===== config.mk =====
export PLATFORM = sky130hd
export DESIGN_NAME = io_uart_fifo
export DESIGN_NICKNAME = d
export VERILOG_FILES = /design/src/rtl/io_uart_fifo.sv
export SDC_FILE = /design/constraint.sdc
export NUM_CORES = 1
export LEC_CHECK = 0
export BUFFER_PORTS_ARGS = -buffer_cell sky130_fd_sc_hd__buf_2
export CORE_ASPECT_RATIO = 0.75
export CORE_MARGIN = 3
export CORE_UTILIZATION = 30
export CTS_CLUSTER_SIZE = 12
export DETAILED_ROUTE_END_ITERATION = 7
export GPL_ROUTABILITY_DRIVEN = 0
export SLEW_MARGIN = 30
export SYNTH_ARGS = -nofsm -noshare
export SYNTH_HDL_FRONTEND = slang
export SYNTH_SLANG_ARGS = --single-unit

===== constraint.sdc =====
create_clock -name clk -period 3.7 [get_ports clk]
set_input_delay 0.37 -clock clk [delete_from_list [all_inputs] [get_ports clk]]
set_output_delay 0.37 -clock clk [all_outputs]
set_load 0.01 [all_outputs]

===== src/rtl/io_uart_fifo.sv =====
// io_uart_fifo: UART register block on the IO bus. CPU bytes written to TXDATA
// are queued and drained to the UART TX core. Bytes from the RX path are queued
// while the CPU runs and popped through RXDATA. STATUS/CTRL expose the FIFO
// levels, sticky overrun flags and flush controls.
module io_uart_fifo #(
    parameter int          TX_DEPTH_LOG2 = 4,
    parameter int          RX_DEPTH_LOG2 = 4,
    parameter logic [13:0] BASE_ADR      = 14'h3F00,
    parameter logic [15:0] TERM_RESET    = 16'd109
) (
    input  logic        clk,
    input  logic        rst_n,
    input  logic        dma_io_we,
    input  logic [13:0] dma_io_wadr,
    input  logic [31:0] dma_io_wdata,
    input  logic        dma_io_radr_en,
    input  logic [13:0] dma_io_radr,
    input  logic [31:0] dma_io_rdata_in,
    output logic [31:0] dma_io_rdata,
    output logic [7:0]  uart_io_char,
    output logic        uart_io_we,
    input  logic        uart_io_full,
    output logic [15:0] uart_term,
    input  logic        cpu_run_state,
    input  logic        rout_en,
    input  logic [7:0]  rout
);

    localparam int TXD = 1 << TX_DEPTH_LOG2;
    localparam int RXD = 1 << RX_DEPTH_LOG2;

    localparam logic [13:0] A_TXDATA = BASE_ADR;
    localparam logic [13:0] A_STATUS = BASE_ADR + 14'd1;
    localparam logic [13:0] A_TERM   = BASE_ADR + 14'd2;
    localparam logic [13:0] A_RXDATA = BASE_ADR + 14'd3;
    localparam logic [13:0] A_CTRL   = BASE_ADR + 14'd4;

    localparam logic [TX_DEPTH_LOG2:0]   TX_FULL_CNT = (TX_DEPTH_LOG2 + 1)'(TXD);
    localparam logic [RX_DEPTH_LOG2:0]   RX_FULL_CNT = (RX_DEPTH_LOG2 + 1)'(RXD);
    localparam logic [TX_DEPTH_LOG2:0]   TX_CNT_ONE  = 1;
    localparam logic [RX_DEPTH_LOG2:0]   RX_CNT_ONE  = 1;
    localparam logic [TX_DEPTH_LOG2-1:0] TX_PTR_ONE  = 1;
    localparam logic [RX_DEPTH_LOG2-1:0] RX_PTR_ONE  = 1;

    // storage and state
    logic [7:0]               tx_mem_q [0:TXD-1];
    logic [7:0]               rx_mem_q [0:RXD-1];
    logic [TX_DEPTH_LOG2-1:0] tx_wp_q, tx_wp_d, tx_rp_q, tx_rp_d;
    logic [RX_DEPTH_LOG2-1:0] rx_wp_q, rx_wp_d, rx_rp_q, rx_rp_d;
    logic [TX_DEPTH_LOG2:0]   tx_cnt_q, tx_cnt_d;
    logic [RX_DEPTH_LOG2:0]   rx_cnt_q, rx_cnt_d;
    logic                     tx_ovr_q, tx_ovr_d, rx_ovr_q, rx_ovr_d;
    logic                     uart_we_q, uart_we_d;
    logic [7:0]               uart_char_q, uart_char_d;
    logic [7:0]               last_tx_q, last_tx_d;
    logic [15:0]              term_q, term_d;
    logic                     rd_hit_q, rd_hit_d;
    logic [31:0]              rd_data_q, rd_data_d;

    // decoded strobes
    logic tx_full, tx_empty, rx_full, rx_empty;
    logic wr_tx, wr_term, wr_ctrl, ctrl_clr, tx_flush, rx_flush;
    logic tx_push, tx_pop, tx_ovr_set;
    logic rx_req, rx_pop, rx_push, rx_ovr_set;
    logic [7:0]  tx_cnt8, rx_cnt8;
    logic [31:0] status_w;

    // only the low half of the write data is ever used
    logic unused_wdata;
    assign unused_wdata = ^dma_io_wdata[31:16];

    assign tx_full  = (tx_cnt_q == TX_FULL_CNT);
    assign tx_empty = (tx_cnt_q == '0);
    assign rx_full  = (rx_cnt_q == RX_FULL_CNT);
    assign rx_empty = (rx_cnt_q == '0);
    assign tx_cnt8  = 8'(tx_cnt_q);
    assign rx_cnt8  = 8'(rx_cnt_q);
    assign status_w = {8'd0, rx_cnt8, tx_cnt8, 2'b00, rx_ovr_q, tx_ovr_q,
                       rx_empty, rx_full, tx_empty, tx_full};

    // push/pop/flush decisions; flush overrides any same-cycle push or pop
    always_comb begin
        wr_tx      = dma_io_we && (dma_io_wadr == A_TXDATA);
        wr_term    = dma_io_we && (dma_io_wadr == A_TERM);
        wr_ctrl    = dma_io_we && (dma_io_wadr == A_CTRL);
        ctrl_clr   = wr_ctrl && dma_io_wdata[0];
        tx_flush   = wr_ctrl && dma_io_wdata[1];
        rx_flush   = wr_ctrl && dma_io_wdata[2];
        // the idle cycle after each pulse gives uart_io_full time to react
        tx_pop     = !tx_empty && !uart_io_full && !uart_we_q && !tx_flush;
        tx_push    = wr_tx && !tx_full && !tx_flush;
        tx_ovr_set = wr_tx && tx_full && !tx_flush;
        rx_req     = cpu_run_state && rout_en;
        rx_pop     = dma_io_radr_en && (dma_io_radr == A_RXDATA) && !rx_empty && !rx_flush;
        rx_push    = rx_req && (!rx_full || rx_pop) && !rx_flush;
        rx_ovr_set = rx_req && rx_full && !rx_pop && !rx_flush;
    end

    // next state for both FIFOs, the TX output stage and the sticky flags
    always_comb begin
        tx_wp_d  = tx_push ? tx_wp_q + TX_PTR_ONE : tx_wp_q;
        tx_rp_d  = tx_pop  ? tx_rp_q + TX_PTR_ONE : tx_rp_q;
        tx_cnt_d = tx_cnt_q;
        if (tx_push && !tx_pop) tx_cnt_d = tx_cnt_q + TX_CNT_ONE;
        if (!tx_push && tx_pop) tx_cnt_d = tx_cnt_q - TX_CNT_ONE;
        if (tx_flush) begin
            tx_wp_d  = '0;
            tx_rp_d  = '0;
            tx_cnt_d = '0;
        end

        rx_wp_d  = rx_push ? rx_wp_q + RX_PTR_ONE : rx_wp_q;
        rx_rp_d  = rx_pop  ? rx_rp_q + RX_PTR_ONE : rx_rp_q;
        rx_cnt_d = rx_cnt_q;
        if (rx_push && !rx_pop) rx_cnt_d = rx_cnt_q + RX_CNT_ONE;
        if (!rx_push && rx_pop) rx_cnt_d = rx_cnt_q - RX_CNT_ONE;
        if (rx_flush) begin
            rx_wp_d  = '0;
            rx_rp_d  = '0;
            rx_cnt_d = '0;
        end

        uart_we_d   = tx_pop;
        uart_char_d = tx_pop ? tx_mem_q[tx_rp_q] : uart_char_q;
        last_tx_d   = tx_push ? dma_io_wdata[7:0] : last_tx_q;
        term_d      = wr_term ? dma_io_wdata[15:0] : term_q;

        // a same-cycle set beats the clear
        tx_ovr_d = (tx_ovr_q && !ctrl_clr) || tx_ovr_set;
        rx_ovr_d = (rx_ovr_q && !ctrl_clr) || rx_ovr_set;
    end

    // read decode: snapshot the selected register on the strobe cycle
    always_comb begin
        rd_hit_d  = 1'b0;
        rd_data_d = 32'd0;
        if (dma_io_radr_en) begin
            case (dma_io_radr)
                A_TXDATA: begin rd_hit_d = 1'b1; rd_data_d = {24'd0, last_tx_q}; end
                A_STATUS: begin rd_hit_d = 1'b1; rd_data_d = status_w; end
                A_TERM:   begin rd_hit_d = 1'b1; rd_data_d = {16'd0, term_q}; end
                A_RXDATA: begin
                    rd_hit_d  = 1'b1;
                    rd_data_d = rx_empty ? 32'd0 : {23'd0, 1'b1, rx_mem_q[rx_rp_q]};
                end
                A_CTRL:   begin rd_hit_d = 1'b1; rd_data_d = 32'd0; end
                default:  begin rd_hit_d = 1'b0; rd_data_d = 32'd0; end
            endcase
        end
    end

    // state registers with synchronous reset; reset drops all queued bytes
    always_ff @(posedge clk) begin
        if (!rst_n) begin
            tx_wp_q     <= '0;
            tx_rp_q     <= '0;
            tx_cnt_q    <= '0;
            rx_wp_q     <= '0;
            rx_rp_q     <= '0;
            rx_cnt_q    <= '0;
            tx_ovr_q    <= 1'b0;
            rx_ovr_q    <= 1'b0;
            uart_we_q   <= 1'b0;
            uart_char_q <= 8'd0;
            last_tx_q   <= 8'd0;
            term_q      <= TERM_RESET;
            rd_hit_q    <= 1'b0;
            rd_data_q   <= 32'd0;
        end else begin
            tx_wp_q     <= tx_wp_d;
            tx_rp_q     <= tx_rp_d;
            tx_cnt_q    <= tx_cnt_d;
            rx_wp_q     <= rx_wp_d;
            rx_rp_q     <= rx_rp_d;
            rx_cnt_q    <= rx_cnt_d;
            tx_ovr_q    <= tx_ovr_d;
            rx_ovr_q    <= rx_ovr_d;
            uart_we_q   <= uart_we_d;
            uart_char_q <= uart_char_d;
            last_tx_q   <= last_tx_d;
            term_q      <= term_d;
            rd_hit_q    <= rd_hit_d;
            rd_data_q   <= rd_data_d;
        end
    end

    // FIFO storage; contents need no reset since the pointers define validity
    always_ff @(posedge clk) begin
        if (tx_push) tx_mem_q[tx_wp_q] <= dma_io_wdata[7:0];
        if (rx_push) rx_mem_q[rx_wp_q] <= rout;
    end

    assign dma_io_rdata = rd_hit_q ? rd_data_q : dma_io_rdata_in;
    assign uart_io_we   = uart_we_q;
    assign uart_io_char = uart_char_q;
    assign uart_term    = term_q;

endmodule


**After elaboration in Yosys (flattened, before gate mapping)**

Memories as Yosys holds them, arrays and structs flattened. A register that Yosys moved wholly into a read port is not among the register bits.
Index checks and enable logic that the tools add are counted.
W data, S select, Z words.

- Add/sub/neg operators: 8
- Multipliers: 0
- Divide/modulo/power cells: 0
- Magnitude comparators: 0
- Equality and inequality tests: 10
- Shift-type cells: 0
- Mux-type cells: 14
- Bitwise operators: 1
- Reductions and logical operators: 53

Operators with widths:

| kind | number |
|---|---|
| $eq A14 B14 Y1 const B | 8 |
| $pmux W21 S4 | 1 |
| $mux W32 | 1 |
| $logic_and A1 B1 Y1 | 28 |
| $mux W5 | 4 |
| $add A4 B1 Y4 const B | 4 |
| $logic_not A1 Y1 | 14 |
| $add A5 B1 Y5 const B | 2 |
| $eq A5 B5 Y1 const B | 2 |
| $logic_not A5 Y1 | 2 |
| $sub A5 B1 Y5 const B | 2 |
| $mux W9 | 1 |
| $mux W4 | 2 |
| $mux W1 | 5 |
| $reduce_or A5 Y1 | 1 |
| $reduce_bool A2 Y1 | 2 |
| $reduce_or A2 Y1 | 2 |
| $logic_or A1 B1 Y1 | 3 |
| $reduce_and A2 Y1 | 1 |
| $not A1 Y1 | 1 |

- Bits in registers: 86
- Latch bits: 0
- Bits in writable memories: 256
- Bits in read-only memories: 0
- Output and inout port bits: 57
- Memories: 2

Memories:

| name | words | bits a word | read ports | clocked after Yosys merged registers in | write ports | RTL line | RTL |
|---|---|---|---|---|---|---|---|
| rx_mem_q | 16 | 8 | 1 | 1 | 1 | 47 | `logic [7:0] rx_mem_q [0:RXD-1];` |
| tx_mem_q | 16 | 8 | 1 | 1 | 1 | 46 | `logic [7:0] tx_mem_q [0:TXD-1];` |

**Longest topological paths before layout**

Gate-level depths: netlist of run 1.

- Word-level depth: 11
- Depth in mapped cells: 15
- Depth with buffers taken out: 13

**Least setup slack after synthesis of run 1**

No wires, ideal clock.

- Kind: input -> register
- Start point: input dma_io_radr[3]
- End point: register rx_cnt_q[4]
- Data arrival time: 3.318 ns
- Required time: 3.629 ns
- Setup slack: 0.311 ns
- Stages: 14
- Path through: or4_1 -> nor4_2 -> a21oi_1 -> nor2b_1 -> buf_2 -> inv_1 -> ha_1 -> xor2_1 -> ha_1 -> a211o_1 -> a21oi_1 -> a221oi_1 -> or3_1 -> a21oi_1

- Cells in the longest elaborated chain, start to end: 10
- Elaborated cells on any way between the ends: 13
- Classes of those cells: 1 x eq/ne; 1 x mux; 11 x reduce/logical

RTL lines:

| item | RTL line | RTL |
|---|---|---|
| start: declaration | 17 | `input logic [13:0] dma_io_radr,` |
| $eq A14 B14 Y1 * | 94 | `rx_pop = dma_io_radr_en && (dma_io_radr == A_RXDATA) && !rx_empty && !rx_flush;` |
| $logic_and A1 B1 Y1 * (3 in series) | 94 |  |
| $logic_or A1 B1 Y1 | 95 | `rx_push = rx_req && (!rx_full \|\| rx_pop) && !rx_flush;` |
| $logic_and A1 B1 Y1 (2 in series) | 95 |  |
| $logic_not A1 Y1 | 116 | `if (!rx_push && rx_pop) rx_cnt_d = rx_cnt_q - RX_CNT_ONE;` |
| $logic_and A1 B1 Y1 | 116 |  |
| $mux W5 or $reduce_bool A2 Y1 (tied branches) | n/a |  |
| end signal: assignment | 175 | `rx_cnt_q <= rx_cnt_d;` |
| end: declaration | 51 | `logic [RX_DEPTH_LOG2:0] rx_cnt_q, rx_cnt_d;` |

Every way passes the cells marked *; elsewhere a longest branch is shown, timed or not.
A chain may end at the register's enable or synchronous reset.

**Worst setup path in the final report of run 1**

- Start point: register tx_cnt_q[1]
- End point: register tx_cnt_q[4]

- Cells in the longest elaborated chain, start to end: 8
- Elaborated cells on any way between the ends: 18
- Classes of those cells: 2 x add/sub; 1 x eq/ne; 2 x mux; 13 x reduce/logical

RTL lines:

| item | RTL line | RTL |
|---|---|---|
| start: declaration | 50 | `logic [TX_DEPTH_LOG2:0] tx_cnt_q, tx_cnt_d;` |
| start signal: assignment | 172 | `tx_cnt_q <= tx_cnt_d;` |
| $logic_not A5 Y1 * | 73 | `assign tx_empty = (tx_cnt_q == '0);` |
| $logic_not A1 Y1 * | 90 | `tx_pop = !tx_empty && !uart_io_full && !uart_we_q && !tx_flush;` |
| $logic_and A1 B1 Y1 * (3 in series) | 90 |  |
| via tx_pop | 63 | `logic tx_push, tx_pop, tx_ovr_set;` |
| $logic_not A1 Y1 | 104 | `if (tx_push && !tx_pop) tx_cnt_d = tx_cnt_q + TX_CNT_ONE;` |
| $logic_and A1 B1 Y1 | 104 |  |
| $reduce_bool A2 Y1 (no line) | n/a |  |

Mark *: on every way through the listed nets, which the timed path passes. The rest lies on a longest branch. The select of a mux whose other input is x is not followed.

==> impl_metrics.ini, run 1 <==
[route]
drtIter0Drc = 640
detail_route.first_pass.iterations = 5
drcViolationCount = 0
met3_length_um = 2530
vias = 8349
routed_via_density = 4.88
avgRoutedWirePerCell_um = 20.2
detail_route.wirelength_um = 34500
routed_length_on_met2_um = 15300
top_signal_layer_used = met5
ant_nets = 0
route.layer.met1.wl_um = 16000

[cells_and_area]
fraction_of_final_layout_cells_sized_beyond_drive_strength_1_pct = 29.4
final_cell_count_no_fill = 1711
synthToLayoutAreaGrowth_pct = 19.1
nNetsFinal = 1186

[floorplan]
io_pins = 164
initial_utilization_pct = 30.8
die_height_um = 193
floorplan.die_area_mm2 = 0.0493
core-area_mm2 = 0.0454
num_rows = 67
die_width_um = 255

[place]
place_inst = 1642
post-dp-hpwl_um = 23900
pre_cts_ws_ns = 0.204
io_buffer_count = 147

[power_and_ir_drop]
power.static_leakage_uw = 0.00595
power_density_mw_per_mm2 = 470
power_uw = 7820
ir_drop_v = 0.000226

[worst_setup_path]
critical_path_arrival_ns = 3.78
critical_path.reg2reg.endpoint = tx_cnt_q[4]
timing.critical_path.max_delay_family = compound AO/OA/AOI/OAI gates
critPathLaunchType = register
worst_path_cell_trace = nor4_1 > buf_4 > a211oi_2 > a21boi_2 > ha_1 > inv_1 > fa_1 > nor2b_1 > o21ai_0 > and3_1 > or4_1 > a21oi_1
regToRegSetupSlack_ns = 0.35
crit_type = reg -> reg
reg2reg_depth = 12
critPathMaxStageDelay_ns = 0.44
r2r-start = tx_cnt_q[1]
slowest_stage = sky130_fd_sc_hd__a211oi_2
required_ns = 4.13
cp-end-kind = register
critPathBufInv = 2
cp_max_fo = 5

[clock_tree]
cts-root-buf = sky130_fd_sc_hd__clkbuf_16
clock_buffers_created_by_tritoncts = 37
clk_transition_reported_paths_ns = 0.06
clock_path_buffers = 3
post-cts-setup-buffer-count = 0
holdBufCountCts = 0
total_number_of_h_tree_levels = 2
cts.sink_count = 343
ctsResizeCount = 0
cts_tree = built
clock_insertion_delay_worst_skew_ns = 0.52

[sta]
least_margin_pin_slew_ns = 0.896
final.period_utilization_pct = 90.6
final.min_clock_period_ns = 3.35
grt_setup_unrepaired = false
finalSetupTns_ns = 0
finalMaxSlewViolations = 0
relSlewSlack_pct = 40.0
fin_ws_ns = 0.347
final_setup_violation_count = 0
timing.final.hold_violations = 0
max_clock_freq_mhz = 298
whs_ns = 0.0917
final.setup_skew_ns = 0.0216

[synth]
synth_simple_gate_area_share_pct = 8.57
synth-xor-area-share_pct = 0.752
ys_seq_elements = 343
synth_warnings = 0
post-synth-top-area-cell = sky130_fd_sc_hd__edfxtp_1
synth_area_per_cell_um2 = 15.6
yosys.area.top_type_share_pct = 55.0
seq_area_frac_synth_pct = 67.4
synthesized_net_count = 1021
synth.area.top_cells = sky130_fd_sc_hd__edfxtp_1 55%, sky130_fd_sc_hd__dfxtp_1 12%, sky130_fd_sc_hd__mux4_2 10%, sky130_fd_sc_hd__mux2i_1 2.1%, sky130_fd_sc_hd__mux2_2 1.9%
synth_area_in_compound_gates_pct = 5.33
post_synth_instance_area_mm2 = 0.0140
netlist_instances = 895
synth_flop_cell = sky130_fd_sc_hd__edfxtp_1
synth_async_sr_flop_share_pct = 0
synthAdderAreaFrac_pct = 1.75
synthMuxAreaShare_pct = 14.2
yosysUniqueCellTypes = 57
number_of_enable_type_register_cells_in_the_synthesized_netlist = 256
dominant_combinational_cell_family_by_area_after_synthesis = multiplexers

[global_route]
vias_in_the_first_global_route = 8006
largest_net_degree_at_the_start_of_global_routing = 36
grt_remaining_overflow = 0
antenna_found_initial = 4
grt_pass1_wl_um = 50900
grtUsageTotal_pct = 13.8

[run]
timing.max_cap.violations = 0

[worst_hold_path]
worstHoldPathType = in -> reg
hold_path_depth = 3
worstHoldEndpoint = uart_term[13]
min-delay-start = dma_io_wdata[13]

[status]
outcome = finished clean
## worst max-delay path by stage
stage,from,endpoint,slack (ns),cells after the start
finish,tx_cnt_q[1],tx_cnt_q[4],0.35,12
global route,rx_cnt_q[1],rx_cnt_q[4],0.14,13
CTS,tx_cnt_q[1],tx_cnt_q[4],0.38,12
detailed placement,dma_io_radr[3],rx_cnt_q[4],0.20,15
global placement,dma_io_radr[3],rx_cnt_q[4],0.25,15
floorplan,dma_io_radr[3],rx_cnt_q[4],0.31,14
## power by group
group	internal (µW)	switching, µW
clock	2020	1410
sequential	4140	6.50
combinational	89.3	153
total	6250	1570
## registers in the layout, summed over array words and instances (netlist names), named ones only
name,cells
tx_wp_q,4
tx_ovr_q,1
rx_rp_q,4
tx_cnt_q,5
uart_io_char,8
rd_data_q,21
tx_rp_q,4
tx_mem_q,128
uart_io_we,1
uart_term,16
rx_ovr_q,1
rx_wp_q,4
rx_mem_q,128
rd_hit_q,1
rx_cnt_q,5
last_tx_q,8
## synth_stat cells, types with 19 or more instances
cell / number
sky130_fd_sc_hd__nand2_1: 56
sky130_fd_sc_hd__mux4_2: 64
sky130_fd_sc_hd__a21oi_1: 32
sky130_fd_sc_hd__clkbuf_1: 26
sky130_fd_sc_hd__edfxtp_1: 256
sky130_fd_sc_hd__dfxtp_1: 87
sky130_fd_sc_hd__mux2i_1: 29
sky130_fd_sc_hd__nor2_1: 62
sky130_fd_sc_hd__nor2b_1: 25
sky130_fd_sc_hd__a22o_1: 19
sky130_fd_sc_hd__mux2_2: 23
sky130_fd_sc_hd__and3_1: 41
## final cells by class
class	count	area, µm²
fillers	4272	28700
flip-flops and latches	343	9430
multi-input cells	487	4290
clock buffers	58	1090
repair buffers	173	943
well taps	621	777
inverters	18	67.6
clock inverters	9	43.8
diodes	2	5.00
## cell usage in the layout, fill, tap and decap left out, types with 29 or more instances in the layout
cell                        count
sky130_fd_sc_hd__clkbuf_16     40
sky130_fd_sc_hd__a21oi_1       32
sky130_fd_sc_hd__buf_2        147
sky130_fd_sc_hd__dfxtp_1       84
sky130_fd_sc_hd__mux4_2        64
sky130_fd_sc_hd__nand2_1       56
sky130_fd_sc_hd__mux2i_1       29
sky130_fd_sc_hd__edfxtp_1     256
sky130_fd_sc_hd__and3_1        41
sky130_fd_sc_hd__nor2_1        62
## kinds of logic (layout without fill, tap and decap cells)
group | Yosys count | count (layout)
buffers and inverters | 65 | 258
other | 0 | 2
and+or+nand+nor | 232 | 232
DFF | 343 | 343
adders and majority gates | 19 | 19
muxes | 116 | 116
AOI/OAI and AO/OA | 108 | 108
xor gates and xnor gates | 12 | 12
## per-stage QoR
step           utilization, %  area (µm²)
2_1_floorplan               -       14000
3_3_place_gp             34.2       15500
4_1_cts                  36.7       16600
3_5_place_dp             34.2       15500
6_report                 36.7       16600
5_1_grt                  36.7       16600
## routing by layer
metal,GRT usage (%),vias to the layer above
li1,-,3794
met1,20.7,4212
met2,20.6,283
met3,2.74,54
met4,3.33,6
met5,0,-
## worst min-delay path, stage by stage
cell                      delay (ns)
sky130_fd_sc_hd__buf_2          0.08
sky130_fd_sc_hd__mux2i_1        0.05
sky130_fd_sc_hd__nor2_1         0.07
(Power assumes the default switching activity.)
==> run 2: changes to the inputs <==
- CORE_MARGIN: 3 -> unset
==> run 2 against run 1 <==
Against the previous run:
- register-to-register slack got worse by 0.04 ns
- count of clock-buffer cells in the layout fell by 5
- final cell count rose by 0.12%
- via count fell by 1.1%
- routed wire length barely moved
- clock power barely moved
- sequential share of layout area rose by 0.16 points
- critical endpoint is now rx_cnt_q[4]
- largest cell class unchanged
==> impl_metrics.ini, run 2 (same netlist as run 1, synthesis figures left out) <==
[status]
outcome = finished clean

[power_and_ir_drop]
net_switching_share_of_the_total_power_pct = 21.0
power_switching_uw = 1650
power.static_leakage_uw = 0.00591
gate_power_share_pct = 3.1
power.share.sequential_pct = 53.0
ir_drop_v = 0.000322
power_density_mw_per_mm2 = 472
clock_group_share_of_total_power_pct = 43.9
intPower_uw = 6180

[clock_tree]
ctsResizeCount = 0
cts.sink_count = 343
cts_tree = built
total_number_of_h_tree_levels = 2
clock_path_buffers = 3
clock_buffers_created_by_tritoncts = 37
cts-root-buf = sky130_fd_sc_hd__clkbuf_16
post-cts-setup-buffer-count = 0
clk_transition_reported_paths_ns = 0.06
clock_insertion_delay_worst_skew_ns = 0.55
holdBufCountCts = 0

[cells_and_area]
mostFrequentLayoutCell = sky130_fd_sc_hd__edfxtp_1
layout.cells.most_common_list = 256 x sky130_fd_sc_hd__edfxtp_1, 147 x sky130_fd_sc_hd__buf_2, 85 x sky130_fd_sc_hd__dfxtp_1
biggestRegsByFlops = rx_mem_q x128, tx_mem_q x128, rd_data_q x21
synthToLayoutAreaGrowth_pct = 18.7
fin_util_pct = 36.1
fraction_of_final_layout_cells_sized_beyond_drive_strength_1_pct = 29.1
nNetsFinal = 1183

[worst_setup_path]
critPathMaxStageDelay_ns = 0.62
critPathBufInv = 1
crit_path_frequent_cell = sky130_fd_sc_hd__a21oi_1
cp_max_fo = 10
worst_path_cell_trace = nor4_1 > a211oi_1 > a21oi_1 > nor2b_1 > inv_1 > ha_1 > xor2_1 > ha_1 > a211o_1 > a21oi_1 > a221oi_1 > or3_1 > a21oi_1
timing.critical_path.max_delay_family = compound AO/OA/AOI/OAI gates
crit_type = reg -> reg
slowest_stage = sky130_fd_sc_hd__nor4_1
cp-end-kind = register
critical_path_arrival_ns = 3.85
required_ns = 4.16
critPathLaunchType = register

[floorplan]
initial_utilization_pct = 30.4
die_height_um = 189
floorplan.die_area_mm2 = 0.0475
die_width_um = 251
io_pins = 164
core-area_mm2 = 0.0460
num_rows = 68

[place]
post-dp-hpwl_um = 23500
io_buffer_count = 147
pre_cts_ws_ns = 0.224

[route]
vias = 8256
routed_via_density = 4.82
drcViolationCount = 0
detail_route.wirelength_um = 34500
ant_nets = 0
drtIter0Drc = 612
detail_route.first_pass.iterations = 5
avgRoutedWirePerCell_um = 20.1

[global_route]
antenna_found_initial = 2
global_route.usage.met1_pct = 20.4
grtUsageTotal_pct = 14.3
use_met3_pct = 2.76
grt_busiest_layer = met2
grt_remaining_overflow = 0
grt_pass1_wl_um = 50800
largest_net_degree_at_the_start_of_global_routing = 36
vias_in_the_first_global_route = 8183
grt_use_met2_pct = 21.9

[sta]
final.min_clock_period_ns = 3.39
final.setup_skew_ns = 0.0329
relSlewSlack_pct = 42.6
finalMaxSlewViolations = 0
finalSetupTns_ns = 0
whs_ns = 0.0754
max_clock_freq_mhz = 295
fin_ws_ns = 0.307
least_margin_pin_slew_ns = 0.858
grt_setup_unrepaired = false
final.period_utilization_pct = 91.7
final_setup_violation_count = 0
timing.final.hold_violations = 0

[run]
timing.max_cap.violations = 0

[worst_hold_path]
worstHoldPathType = in -> reg
run 2: final cells by class:
class                   instances  area, µm²
clock inverters                11        116
multi-input cells             487       4290
well taps                     630        788
inverters                      18       67.6
clock buffers                  53        996
flip-flops and latches        343       9430
diodes                          1       2.50
fillers                      4369      29400
repair buffers                170        908
run 2: stage by stage:
step / instances / area, µm² / total power, µW
floorplan: 895 / 14000 / 4320
global placement: 1648 / 15500 / 4470
detailed placement: 1648 / 15500 / 4470
CTS: 1712 / 16600 / 7890
global route: 1713 / 16600 / 8060
finish: 1713 / 16600 / 7830
run 2: path summary, 6_finish.rpt:
check / startpoint / to / slack [ns] / cells past startpoint
worst min-delay path: dma_io_wdata[9] / uart_term[9] / 0.08 / 3
worst max register to register: rx_cnt_q[1] / rx_cnt_q[4] / 0.31 / 13
worst min register to register: last_tx_q[5] / last_tx_q[5] / 0.45 / 2
worst max-delay path: rx_cnt_q[1] / rx_cnt_q[4] / 0.31 / 13
run 2: routing by layer:
metal / vias up / part of all wire [%] / wire length (µm)
li1: 3790 / - / -
met1: 4133 / 46 / 16000
met2: 275 / 44 / 15300
met3: 56 / 6.4 / 2190
met4: 2 / 2.7 / 924
met5: - / 0.023 / 8
run 2: worst register-to-register path: stages, from the launching register on:
cell and delay [ns]:
sky130_fd_sc_hd__dfxtp_1 0.41, sky130_fd_sc_hd__nor4_1 0.62, sky130_fd_sc_hd__a211oi_1 0.20, sky130_fd_sc_hd__a21oi_1 0.38, sky130_fd_sc_hd__nor2b_1 0.12, sky130_fd_sc_hd__inv_1 0.13
sky130_fd_sc_hd__ha_1 0.20, sky130_fd_sc_hd__xor2_1 0.08, sky130_fd_sc_hd__ha_1 0.22, sky130_fd_sc_hd__a211o_1 0.28, sky130_fd_sc_hd__a21oi_1 0.14, sky130_fd_sc_hd__a221oi_1 0.08
sky130_fd_sc_hd__or3_1 0.32, sky130_fd_sc_hd__a21oi_1 0.14
run 2: power by group through the flow:
stage               clock [µW]  sequential (µW)  combinational, µW
finish                    3440             4150                244
global route              3650             4140                264
CTS                       3500             4150                246
detailed placement           0             4230                244
global placement             0             4230                239
floorplan                    0             4230               94.5
==> run 3: changes to the inputs <==
- ABC_AREA: unset -> 1
==> run 3 against run 2 <==
Against the previous run:
- sequential power up 5.3%
- final cell count increased by 29%
- via count up 29%
- global-route usage increased by 0.93 points
- highest routed layer is now met4
==> impl_metrics.ini, run 3 <==
[cells_and_area]
biggestRegsByFlops = rx_mem_q x128, tx_mem_q x128, rd_data_q x21
fraction_of_final_layout_cells_sized_beyond_drive_strength_1_pct = 17.9
fin_util_pct = 36.3
mostFrequentLayoutCell = sky130_fd_sc_hd__nor2_1
antenna_cells_inserted = 0
synthToLayoutAreaGrowth_pct = 18.8
nNetsFinal = 1677
final_cell_count_no_fill = 2217
layout.cells.most_common_list = 273 x sky130_fd_sc_hd__nor2_1, 256 x sky130_fd_sc_hd__edfxtp_1, 165 x sky130_fd_sc_hd__nand2_1

[synth]
synth.area.top_cells = sky130_fd_sc_hd__edfxtp_1 53%, sky130_fd_sc_hd__dfxtp_1 12%, sky130_fd_sc_hd__nor2_1 7.1%, sky130_fd_sc_hd__o21ai_0 5.1%, sky130_fd_sc_hd__nand2_1 4.3%
synthesized_net_count = 1511
number_of_enable_type_register_cells_in_the_synthesized_netlist = 256
synth_warnings = 0
synth_area_per_cell_um2 = 10.5
synth.most_common_cell = sky130_fd_sc_hd__nor2_1
netlist_instances = 1385
yosysUniqueCellTypes = 41
synth_flop_cell = sky130_fd_sc_hd__edfxtp_1
yosys.area.top_type_share_pct = 52.9
seq_area_frac_synth_pct = 64.9
synth_async_sr_flop_share_pct = 0
ys_seq_elements = 343
post_synth_instance_area_mm2 = 0.0145
ys_top_cells_by_count = 273 x sky130_fd_sc_hd__nor2_1, 256 x sky130_fd_sc_hd__edfxtp_1, 165 x sky130_fd_sc_hd__nand2_1
post-synth-top-area-cell = sky130_fd_sc_hd__edfxtp_1

[place]
place_inst = 2151
io_buffer_count = 147
post-dp-hpwl_um = 26100

[clock_tree]
clock_path_buffers = 3
clk_transition_reported_paths_ns = 0.06
post-cts-setup-buffer-count = 0
ctsResizeCount = 0
cts_tree = built
total_number_of_h_tree_levels = 2
cts.sink_count = 343
clock_insertion_delay_worst_skew_ns = 0.53
cts-root-buf = sky130_fd_sc_hd__clkbuf_16
holdBufCountCts = 0
clock_buffers_created_by_tritoncts = 37

[sta]
relSlewSlack_pct = 35.5
max_clock_freq_mhz = 321
least_margin_pin_slew_ns = 0.968
finalMaxSlewViolations = 0
whs_ns = 0.0733
finalSetupTns_ns = 0
final.setup_skew_ns = 0.0198
grt_setup_unrepaired = false
final_setup_violation_count = 0
timing.final.hold_violations = 0
final.period_utilization_pct = 84.1
final.min_clock_period_ns = 3.11

[route]
routed_via_density = 4.80
drcViolationCount = 0
detail_route.wirelength_um = 38600
drtIter0Drc = 962
vias = 10600
avgRoutedWirePerCell_um = 17.4
ant_nets = 0
detail_route.first_pass.iterations = 5

[floorplan]
core-area_mm2 = 0.0476
die_height_um = 193
die_width_um = 256
floorplan.die_area_mm2 = 0.0493
num_rows = 69
initial_utilization_pct = 30.5
io_pins = 164

[worst_setup_path]
slowest_stage = sky130_fd_sc_hd__fa_1
required_ns = 4.15
critPathMaxStageDelay_ns = 0.42
cp-end-kind = register
critPathLaunchType = register
crit_type = reg -> reg
worst_path_cell_trace = inv_1 > nand3_1 > inv_1 > nand2_1 > nand3_1 > inv_1 > nand2_1 > inv_1 > ha_1 > inv_1 > fa_1 > inv_1 > nand2_1 > nand2_1 > a21oi_1 > nor2_1 > nor2_1 > nand2_1 > o21ai_0 > a21oi_1
critPathBufInv = 6
cp_max_fo = 11
critical_path_arrival_ns = 3.56
timing.critical_path.max_delay_family = buffers and inverters
crit_path_frequent_cell = sky130_fd_sc_hd__inv_1

[power_and_ir_drop]
ir_drop_v = 0.000272
net_switching_share_of_the_total_power_pct = 28.0
intPower_uw = 6720
gate_power_share_pct = 15.9
power.static_leakage_uw = 0.00635
power_switching_uw = 2620
power_uw = 9340
clock_group_share_of_total_power_pct = 37.3
power_density_mw_per_mm2 = 541
power.share.sequential_pct = 46.8

[status]
outcome = finished clean

[worst_hold_path]
worstHoldPathType = in -> reg

[global_route]
vias_in_the_first_global_route = 10000
grt_remaining_overflow = 0
largest_net_degree_at_the_start_of_global_routing = 71
grt_pass1_wl_um = 57800
grtUsageTotal_pct = 15.3
antenna_found_initial = 0

[run]
timing.max_cap.violations = 0
==> run 3: area by class of cell <==
| cell class | instances | area, µm² |
|---|---|---|
| Clock inverter | 10 | 82.6 |
| Sequential cell | 343 | 9430 |
| Fill cell | 4633 | 30300 |
| Timing Repair Buffer | 191 | 1080 |
| Multi-Input combinational cell | 882 | 4440 |
| Tap cell | 639 | 800 |
| Clock buffer | 56 | 1050 |
| Inverter | 96 | 360 |
==> run 3: tightest hold or removal path, stage by stage <==
cell,delay [ns]
sky130_fd_sc_hd__buf_2,0.08
sky130_fd_sc_hd__nor2_1,0.04
sky130_fd_sc_hd__nor2_1,0.08
==> run 3: logic make-up after synthesis <==
kind of cell | share of synthesized area, %
AOI/OAI and AO/OA | 9.95
xor gates and xnor gates | 0.784
adders and majority gates | 1.69
buffers and inverters | 4.48
DFF | 64.9
muxes | 1.63
and+or+nand+nor | 16.5
==> run 3: worst paths after layout <==
kind / startpoint / to / slack (ns) / cells past startpoint
worst min register to register: uart_term[15] / rd_data_q[15] / 0.47 / 2
worst min-delay path: dma_io_wdata[11] / uart_term[11] / 0.07 / 3
worst max-delay path: tx_cnt_q[1] / tx_cnt_q[4] / 0.59 / 20
worst max register to register: tx_cnt_q[1] / tx_cnt_q[4] / 0.59 / 20
==> run 3: metal layers <==
layer	routed length (µm)	vias to the layer above	share of wire, %	GRT usage [%]
met2	16600	366	43	23.2
met3	3170	44	8.2	3.27
met1	18300	5086	47	22.1
li1	-	5146	-	-
met5	0	-	0	0
met4	555	0	1.4	3.50
==> run 3: through the flow <==
step	setup WS [ns]	area [µm²]
2_1_floorplan	1.13	14500
3_3_place_gp	0.691	16100
3_5_place_dp	0.656	16100
4_1_cts	0.661	17200
5_1_grt	0.281	17200
6_report	0.590	17200
==> run 3: power by group through the flow <==
stage / Combinational, µW / Sequential [µW] / Clock (µW)
6_report: 1490 / 4370 / 3480
5_1_grt: 1660 / 4380 / 3680
4_1_cts: 1480 / 4370 / 3550
3_5_place_dp: 1470 / 4450 / 0
3_3_place_gp: 1440 / 4440 / 0
2_1_floorplan: 961 / 4380 / 0
